[src/rtl/wb_writeback_unit.sv]
// wb_writeback_unit: MEM -> WB stage. Selects the writeback source, waits
// for load data when needed, extracts/extends the loaded value and drives
// a single register-file write port.
// Optional feature: define WB_WRITEBACK_FWD_EN to mirror the write port
// onto fwd_* for the EX-stage bypass; otherwise fwd_* are tied to 0.
module wb_writeback_unit #(
  parameter int XLEN  = 32,
  parameter int RF_AW = 5
) (
  input  logic             clk_i,
  input  logic             rst_ni,
  input  logic             valid_i,
  output logic             ready_o,
  input  logic [1:0]       wb_sel_i,
  input  logic             is_load_i,
  input  logic [2:0]       size_i,
  input  logic [1:0]       addr_lo_i,
  input  logic [RF_AW-1:0] rd_i,
  input  logic [XLEN-1:0]  alu_result_i,
  input  logic [XLEN-1:0]  pc4_i,
  input  logic [XLEN-1:0]  csr_rdata_i,
  input  logic             rvalid_i,
  input  logic [XLEN-1:0]  rdata_i,
  input  logic             flush_i,
  output logic             rf_we_o,
  output logic [RF_AW-1:0] rf_waddr_o,
  output logic [XLEN-1:0]  rf_wdata_o,
  output logic             fwd_valid_o,
  output logic [RF_AW-1:0] fwd_rd_o,
  output logic [XLEN-1:0]  fwd_data_o
);

  typedef enum logic [1:0] {IDLE, WAIT_LOAD, DRAIN, WRITE} state_e;

  state_e           state_q, state_d;
  logic [RF_AW-1:0] rd_q, rd_d;
  logic [2:0]       size_q, size_d;
  logic [1:0]       addr_q, addr_d;
  logic [XLEN-1:0]  data_q, data_d;
  // Last values written; presented while no write is happening.
  logic [RF_AW-1:0] waddr_hold_q;
  logic [XLEN-1:0]  wdata_hold_q;

  logic            accept;
  logic            we;
  logic [XLEN-1:0] sel_data;

  // Byte/half/word extraction from the low 32 bits of the load data.
  function automatic logic [XLEN-1:0] extract(input logic [XLEN-1:0] d,
                                              input logic [2:0]      sz,
                                              input logic [1:0]      a);
    logic [31:0] w;
    logic [7:0]  b;
    logic [15:0] h;
    w = d[31:0];
    case (a)
      2'd0:    b = w[7:0];
      2'd1:    b = w[15:8];
      2'd2:    b = w[23:16];
      default: b = w[31:24];
    endcase
    h = a[1] ? w[31:16] : w[15:0];
    case (sz)
      3'b000:  extract = XLEN'($signed(b));
      3'b001:  extract = XLEN'($signed(h));
      3'b010:  extract = XLEN'($signed(w));
      3'b100:  extract = XLEN'(b);
      3'b101:  extract = XLEN'(h);
      default: extract = XLEN'(w);
    endcase
  endfunction

  assign ready_o = (state_q == IDLE) || (state_q == WRITE);
  assign accept  = valid_i && ready_o;

  // Writeback source mux for non-load instructions.
  always_comb begin
    case (wb_sel_i)
      2'd2:    sel_data = pc4_i;
      2'd3:    sel_data = csr_rdata_i;
      default: sel_data = alu_result_i;
    endcase
  end

  // Next-state, capture and write-enable logic.
  always_comb begin
    state_d = state_q;
    rd_d    = rd_q;
    size_d  = size_q;
    addr_d  = addr_q;
    data_d  = data_q;
    we      = 1'b0;
    case (state_q)
      IDLE: ;
      WRITE: begin
        we      = (rd_q != '0) && !flush_i;
        state_d = IDLE;
      end
      WAIT_LOAD: begin
        if (flush_i) begin
          state_d = rvalid_i ? IDLE : DRAIN;
        end else if (rvalid_i) begin
          data_d  = extract(rdata_i, size_q, addr_q);
          state_d = WRITE;
        end
      end
      DRAIN: begin
        if (rvalid_i) state_d = IDLE;
      end
      default: state_d = IDLE;
    endcase
    // accept only happens in IDLE/WRITE, so it overrides the above
    if (accept) begin
      rd_d = rd_i;
      if (is_load_i) begin
        size_d  = size_i;
        addr_d  = addr_lo_i;
        state_d = WAIT_LOAD;
      end else begin
        data_d  = sel_data;
        state_d = WRITE;
      end
    end
  end

  // State and capture registers, plus hold copies of the write port.
  always_ff @(posedge clk_i or negedge rst_ni) begin
    if (!rst_ni) begin
      state_q      <= IDLE;
      rd_q         <= '0;
      size_q       <= '0;
      addr_q       <= '0;
      data_q       <= '0;
      waddr_hold_q <= '0;
      wdata_hold_q <= '0;
    end else begin
      state_q <= state_d;
      rd_q    <= rd_d;
      size_q  <= size_d;
      addr_q  <= addr_d;
      data_q  <= data_d;
      if (we) begin
        waddr_hold_q <= rd_q;
        wdata_hold_q <= data_q;
      end
    end
  end

  assign rf_we_o    = we;
  assign rf_waddr_o = we ? rd_q   : waddr_hold_q;
  assign rf_wdata_o = we ? data_q : wdata_hold_q;

`ifdef WB_WRITEBACK_FWD_EN
  assign fwd_valid_o = rf_we_o;
  assign fwd_rd_o    = rf_waddr_o;
  assign fwd_data_o  = rf_wdata_o;
`else
  assign fwd_valid_o = 1'b0;
  assign fwd_rd_o    = '0;
  assign fwd_data_o  = '0;
`endif

endmodule

[config.mk]
export PLATFORM = sky130hd
export DESIGN_NAME = wb_writeback_unit
export DESIGN_NICKNAME = d
export VERILOG_FILES = /design/src/rtl/wb_writeback_unit.sv
export SDC_FILE = /design/constraint.sdc
export NUM_CORES = 1
export LEC_CHECK = 0
export ABC_AREA = 1
export ABC_CLOCK_PERIOD_IN_PS = 2360
export BUFFER_PORTS_ARGS = -buffer_cell sky130_fd_sc_hd__buf_2
export CAP_MARGIN = 20
export CORE_MARGIN = 1.5
export CORE_UTILIZATION = 30
export DETAILED_ROUTE_END_ITERATION = 8
export RECOVER_POWER = 50
export SLEW_MARGIN = 20
export SYNTH_ARGS = -nofsm -noshare
export SYNTH_HDL_FRONTEND = slang
export SYNTH_SLANG_ARGS = --single-unit
[constraint.sdc]
create_clock -name clk_i -period 2.36 [get_ports clk_i]
set_clock_uncertainty 0.2 [all_clocks]
set_input_delay 0.354 -clock clk_i [delete_from_list [all_inputs] [get_ports clk_i]]
set_output_delay 0.354 -clock clk_i [all_outputs]
set_load 0.005 [all_outputs]
# Word-level counts from Yosys, hierarchy flattened
# Cells that the tools add are included.
# Widths: inputs -> output; s select.
# word_totals
latchBits,0
output_inout_bits,77
reg_bits,81
memories,0
ram_bits,0
inputBits,146
wordCells,49
rom_bits,0
# op_classes
add_sub_neg,0
n_mul,0
n_reduce_logical,11
n_eq_ne,12
bitwise,0
n_shift,0
n_div,0
order_cmp,0
muxes,19
# ops
cell,n
$mux 32,6
$pmux 32 s4,1
$pmux 32 s2,1
$pmux 8 s3,1
$mux 16,1
$mux 2,6
$eq 2x2->1 const B,5
$eq 3x3->1 const B,2
$pmux 2 s3,1
$mux 5,1
$reduce_bool 5->1,1
$eq 2x1->1 const B,2
$logic_not 2->1,2
$ne 4x4->1 const B,1
$reduce_bool 4->1,1
$eq 3x1->1 const B,1
$logic_not 3->1,1
$ne 3x3->1 const B,1
$reduce_and 3->1,1
$logic_and 1x1->1,2
$reduce_and 2->1,1
$logic_not 1->1,1
$logic_or 1x1->1,1
$mux 1,1

# Longest topological paths before layout
# depth
depth_word,8
ltp_mapped,9

# Least setup slack after synthesis
# No wires, ideal clock.
# synth_path
kind,register -> register
startpoint,register state_q[0]
endpoint,register size_q[2]
period_less_slack_ns,1.924
path_stages_with_launch,7
n_path_buf,0
t_arrival_ns,1.599
required_time_ns,2.035
setup_ns,0.125
path_slack_ns,0.436
path_cell_list,dfrtp_1 -> inv_1 -> ha_1 -> nand2_2 -> clkinv_1 -> nand2_2 -> mux2_2
# synth_between
elab_chain_len,4
# synth_lines
item,line_no,text
from (decl),35,"state_e state_q, state_d;"
from (signal assigned),137,state_q <= state_d;
$eq 2x2->1 or $logic_not 2->1 (tied branches),73,assign ready_o = (state_q == IDLE) || (state_q == WRITE);
$logic_or 1x1->1 (*),73,
named net ready_o,13,"output logic ready_o,"
$logic_and 1x1->1 (*),74,assign accept = valid_i && ready_o;
$reduce_and 2->1 (no source line) (*),-,
to (signal assigned),139,size_q <= size_d;
to (decl),37,"logic [2:0] size_q, size_d;"
# Mark *: on every way through the listed nets, which the timed path passes. The rest lies on a longest branch.
# A chain may end at the register's enable or synchronous reset.

# Worst setup path after layout
# layout_path
startpoint,register rd_q[2]
endpoint,output rf_wdata_o[9]
# layout_between
elab_chain_len,4
# layout_lines
item,line_no,text
from (decl),36,"logic [RF_AW-1:0] rd_q, rd_d;"
from (signal assigned),138,rd_q <= rd_d;
$reduce_bool 5->1,96,we = (rd_q != '0) && !flush_i;
$logic_and 1x1->1,96,
$mux 1,93,case (state_q)
$mux 32,-,
to (decl),27,"output logic [XLEN-1:0] rf_wdata_o,"
# No other way between the ends.

==> results.cfg <==
[yosys]
synth_ff_type = dfrtp_1
yosysSeqAreaShare_pct = 40.15
syn_area_per_cell_sq_um = 7.223
synth_top_area_share_pct = 40.15
synth-adder-area-share_pct = 0.9913
synth_cells = 699
ys_async_sr_fraction_pct = 100.0
synth_top_area_cell = dfrtp_1
synth_compound_area_share_pct = 17.97
synth_edf_count = 0
synth_top_family_by_area = simple AND/OR/NAND/NOR gates
synth_area_sq_um = 5049
synth_mux_area_share_pct = 0.2230
synth_cell_type_count = 35
ys_warn_count = 0
synth_area_leaders = dfrtp_1 (40%), nand2_1 (21%), a21oi_1 (7.8%)
synth_xor_area_share_pct = 0
synth_simple_gate_area_share_pct = 26.89
synth_seq_cells = 81

[power]
internal-power_mw = 4.463
p_leak_nw = 3.660
powerDensity_nw_per_um2 = 1084
p_sw_mw = 3.033
peakVddDrop_uv = 388.1
combPwrFrac_pct = 50.5
clockPowerShare_pct = 17.4
seqPwrFrac_pct = 32.2
swShare_pct = 40.47

[worst_setup_path]
crit_required_ns = 1.81
critPathMaxStageDelay_ns = 0.38
critPathTopFamily = simple AND/OR/NAND/NOR gates
worst-setup-path-type = flop to output pin
cp_cell_sequence = nor3_2, nand3_2, nand2_8, clkinv_8, clkbuf_16, nand2_2, nand2_2, buf_2
crit_top_cell = nand2_2
endpoint_kind = output pin
slowest_stage = dfrtp_1
path_max_fanout = 6
start_kind = flop
cp_data_arrival_time_ns = 1.77
crit_buf_inv = 3

[sta]
finalCritPeriodShare_pct = 98.56
post-route-min-period_ns = 2.326
holdWs_ns = 0.01400
maxSlewViolCount = 0
layout_setup_ws_ns = 0.03404
rsz0062_at_grt = true
slew_headroom_pct = 33.96
max_freq_mhz = 429.9
hold_violations = 0
finalSetupViolCount = 0
worst_pin_slew_ns = 0.9906

[route]
drc = 0
viasPerCell = 4.583
drt_wl_total_microns = 17130
dr.pass1.iters = 4
post_drt_wl_per_cell_microns = 15.28
drt_iter0_drc = 330
vias = 5137
ant_nets = 0

[floorplanning]
dieArea_sq_um = 17620
start_util_pct = 30.55
die_w_microns = 132.7
std_cell_rows = 47
chipHeight_microns = 132.7
boundaryPins = 223
design.core.area_sq_um = 16520

[final_layout]
final_cell_mix = nand2_1 (241), buf_2 (173), dfrtp_1 (81)
final_common_cell = nand2_1
syn_to_final_growth_pct = 37.00
nNetsFinal = 1045
drive_gt1_share_pct = 35.93

[status]
outcome = completed

[clock_network]
clkTransAtPathRegs_ns = 0.06
clkLatencyLatePin_ns = 0.35
numCtsBuffers = 9
ctsRootBufferMaster = clkbuf_16
cts_tree = done
htreeDepth = 3
clock-sinks = 81
clk_path_buf_depth = 2

[grt]
antenna_found_initial = 5
grt_max_degree = 58
grt.overflow.total = 0
grt_use_total_pct = 18.81
grt_pass1_vias = 4819
grt_pass1_wl_microns = 25480

[place]
post-place-ws_ns = 0.1393
io_buffers = 184
place.gp.congestion = 0.8222
dp_hpwl_microns = 12270

[worst_hold_path]
hold_class = input pin to flop

[job]
max_cap_violations = 0
[path summary, 6_finish.rpt]
check                                      start                to  slack, ns  cells after the start
worst max-delay path                     rd_q[2]     rf_wdata_o[9]       0.03                      8
worst min-delay path                     rd_i[1]           rd_q[1]       0.01                      3
worst max register to register        state_q[0]        data_q[15]       0.23                      8
worst min register to register  wdata_hold_q[23]  wdata_hold_q[23]       0.27                      2
max in group asynchronous                 rst_ni  wdata_hold_q[17]       0.68                      3
min in group asynchronous                 rst_ni  wdata_hold_q[13]       0.49                      2
[state kept, by name, indices dropped and copies added (netlist names)]
signal	count
state_q	2
waddr_hold_q	5
wdata_hold_q	32
size_q	3
addr_q	2
rd_q	5
data_q	32
[cell usage after synthesis (all sizes together), types with 2 or more instances]
cell type and n:
o21ai 43, a221oi 14, ha 4, clkbuf 12
nand2 282, inv 47, a211oi 8, nor3 2
o211ai 7, nand3 28, buf 66, a21oi 81
dfrtp 81, nor2 17
[power by group through the flow]
stage,Combinational [mW],Sequential (mW),Clock [mW]
after CTS,3.14,2.38,1.33
after detailed placement,3.11,2.40,0
after global placement,3.07,2.38,0
final,3.78,2.41,1.30
after floorplan,2.22,2.27,0
after global routing,4.22,2.50,1.38
[cells by family after synthesis]
kind of cell               count (synthesis)
AOI/OAI and AO/OA                        155
adders and majority gates                  4
buffers and inverters                    126
DFF                                       81
muxes                                      1
other                                      1
and+or+nand+nor                          331
[metrics by stage]
stage	instances	power (mW)	utilization (%)	area [sq um]	setup TNS (ns)
after floorplan	736	4.490	-	5187	0
after global placement	1080	5.446	36.73	6070	0
after detailed placement	1080	5.512	36.73	6070	0
after CTS	1096	6.855	38.50	6362	0
after global routing	1120	8.088	41.84	6914	-2.084
final	1121	7.496	41.86	6917	0
[repair_timing]
item	4_1_cts	5_1_grt
setup endpoints to repair	33	39
hold buffers	1	0
endpoints found under the hold margin	36	0
pin swaps	0	16
gates cloned	0	6
gates resized for setup	11	87
buffers inserted	0	17
[final cells by class]
cell class	count	area [sq um]
multi-input combinational	529	2693
antenna	2	5.005
sequential	81	2027
fill	1778	9608
timing repair buffer	226	1458
inverter	48	195.2
tap	220	275.3
clock buffer	12	246.5
clock inverter	3	17.52
[metal layers]
| metal | track usage [%] | routed length (microns) | up-vias |
|---|---|---|---|
| li1 | - | - | 2588 |
| met4 | 7.265 | 291 | 4 |
| met1 | 25.61 | 7851 | 2357 |
| met3 | 4.521 | 1101 | 17 |
| met2 | 28.91 | 7856 | 171 |
| met5 | 0 | 30 | - |
[worst min-delay path: cells and delay by family]
family / cells / cell delay (ns)
compound gates: 1 / 0.05
simple gates: 1 / 0.04
buf+inv: 1 / 0.08
Note: power is estimated with default switching activity, not from simulation.
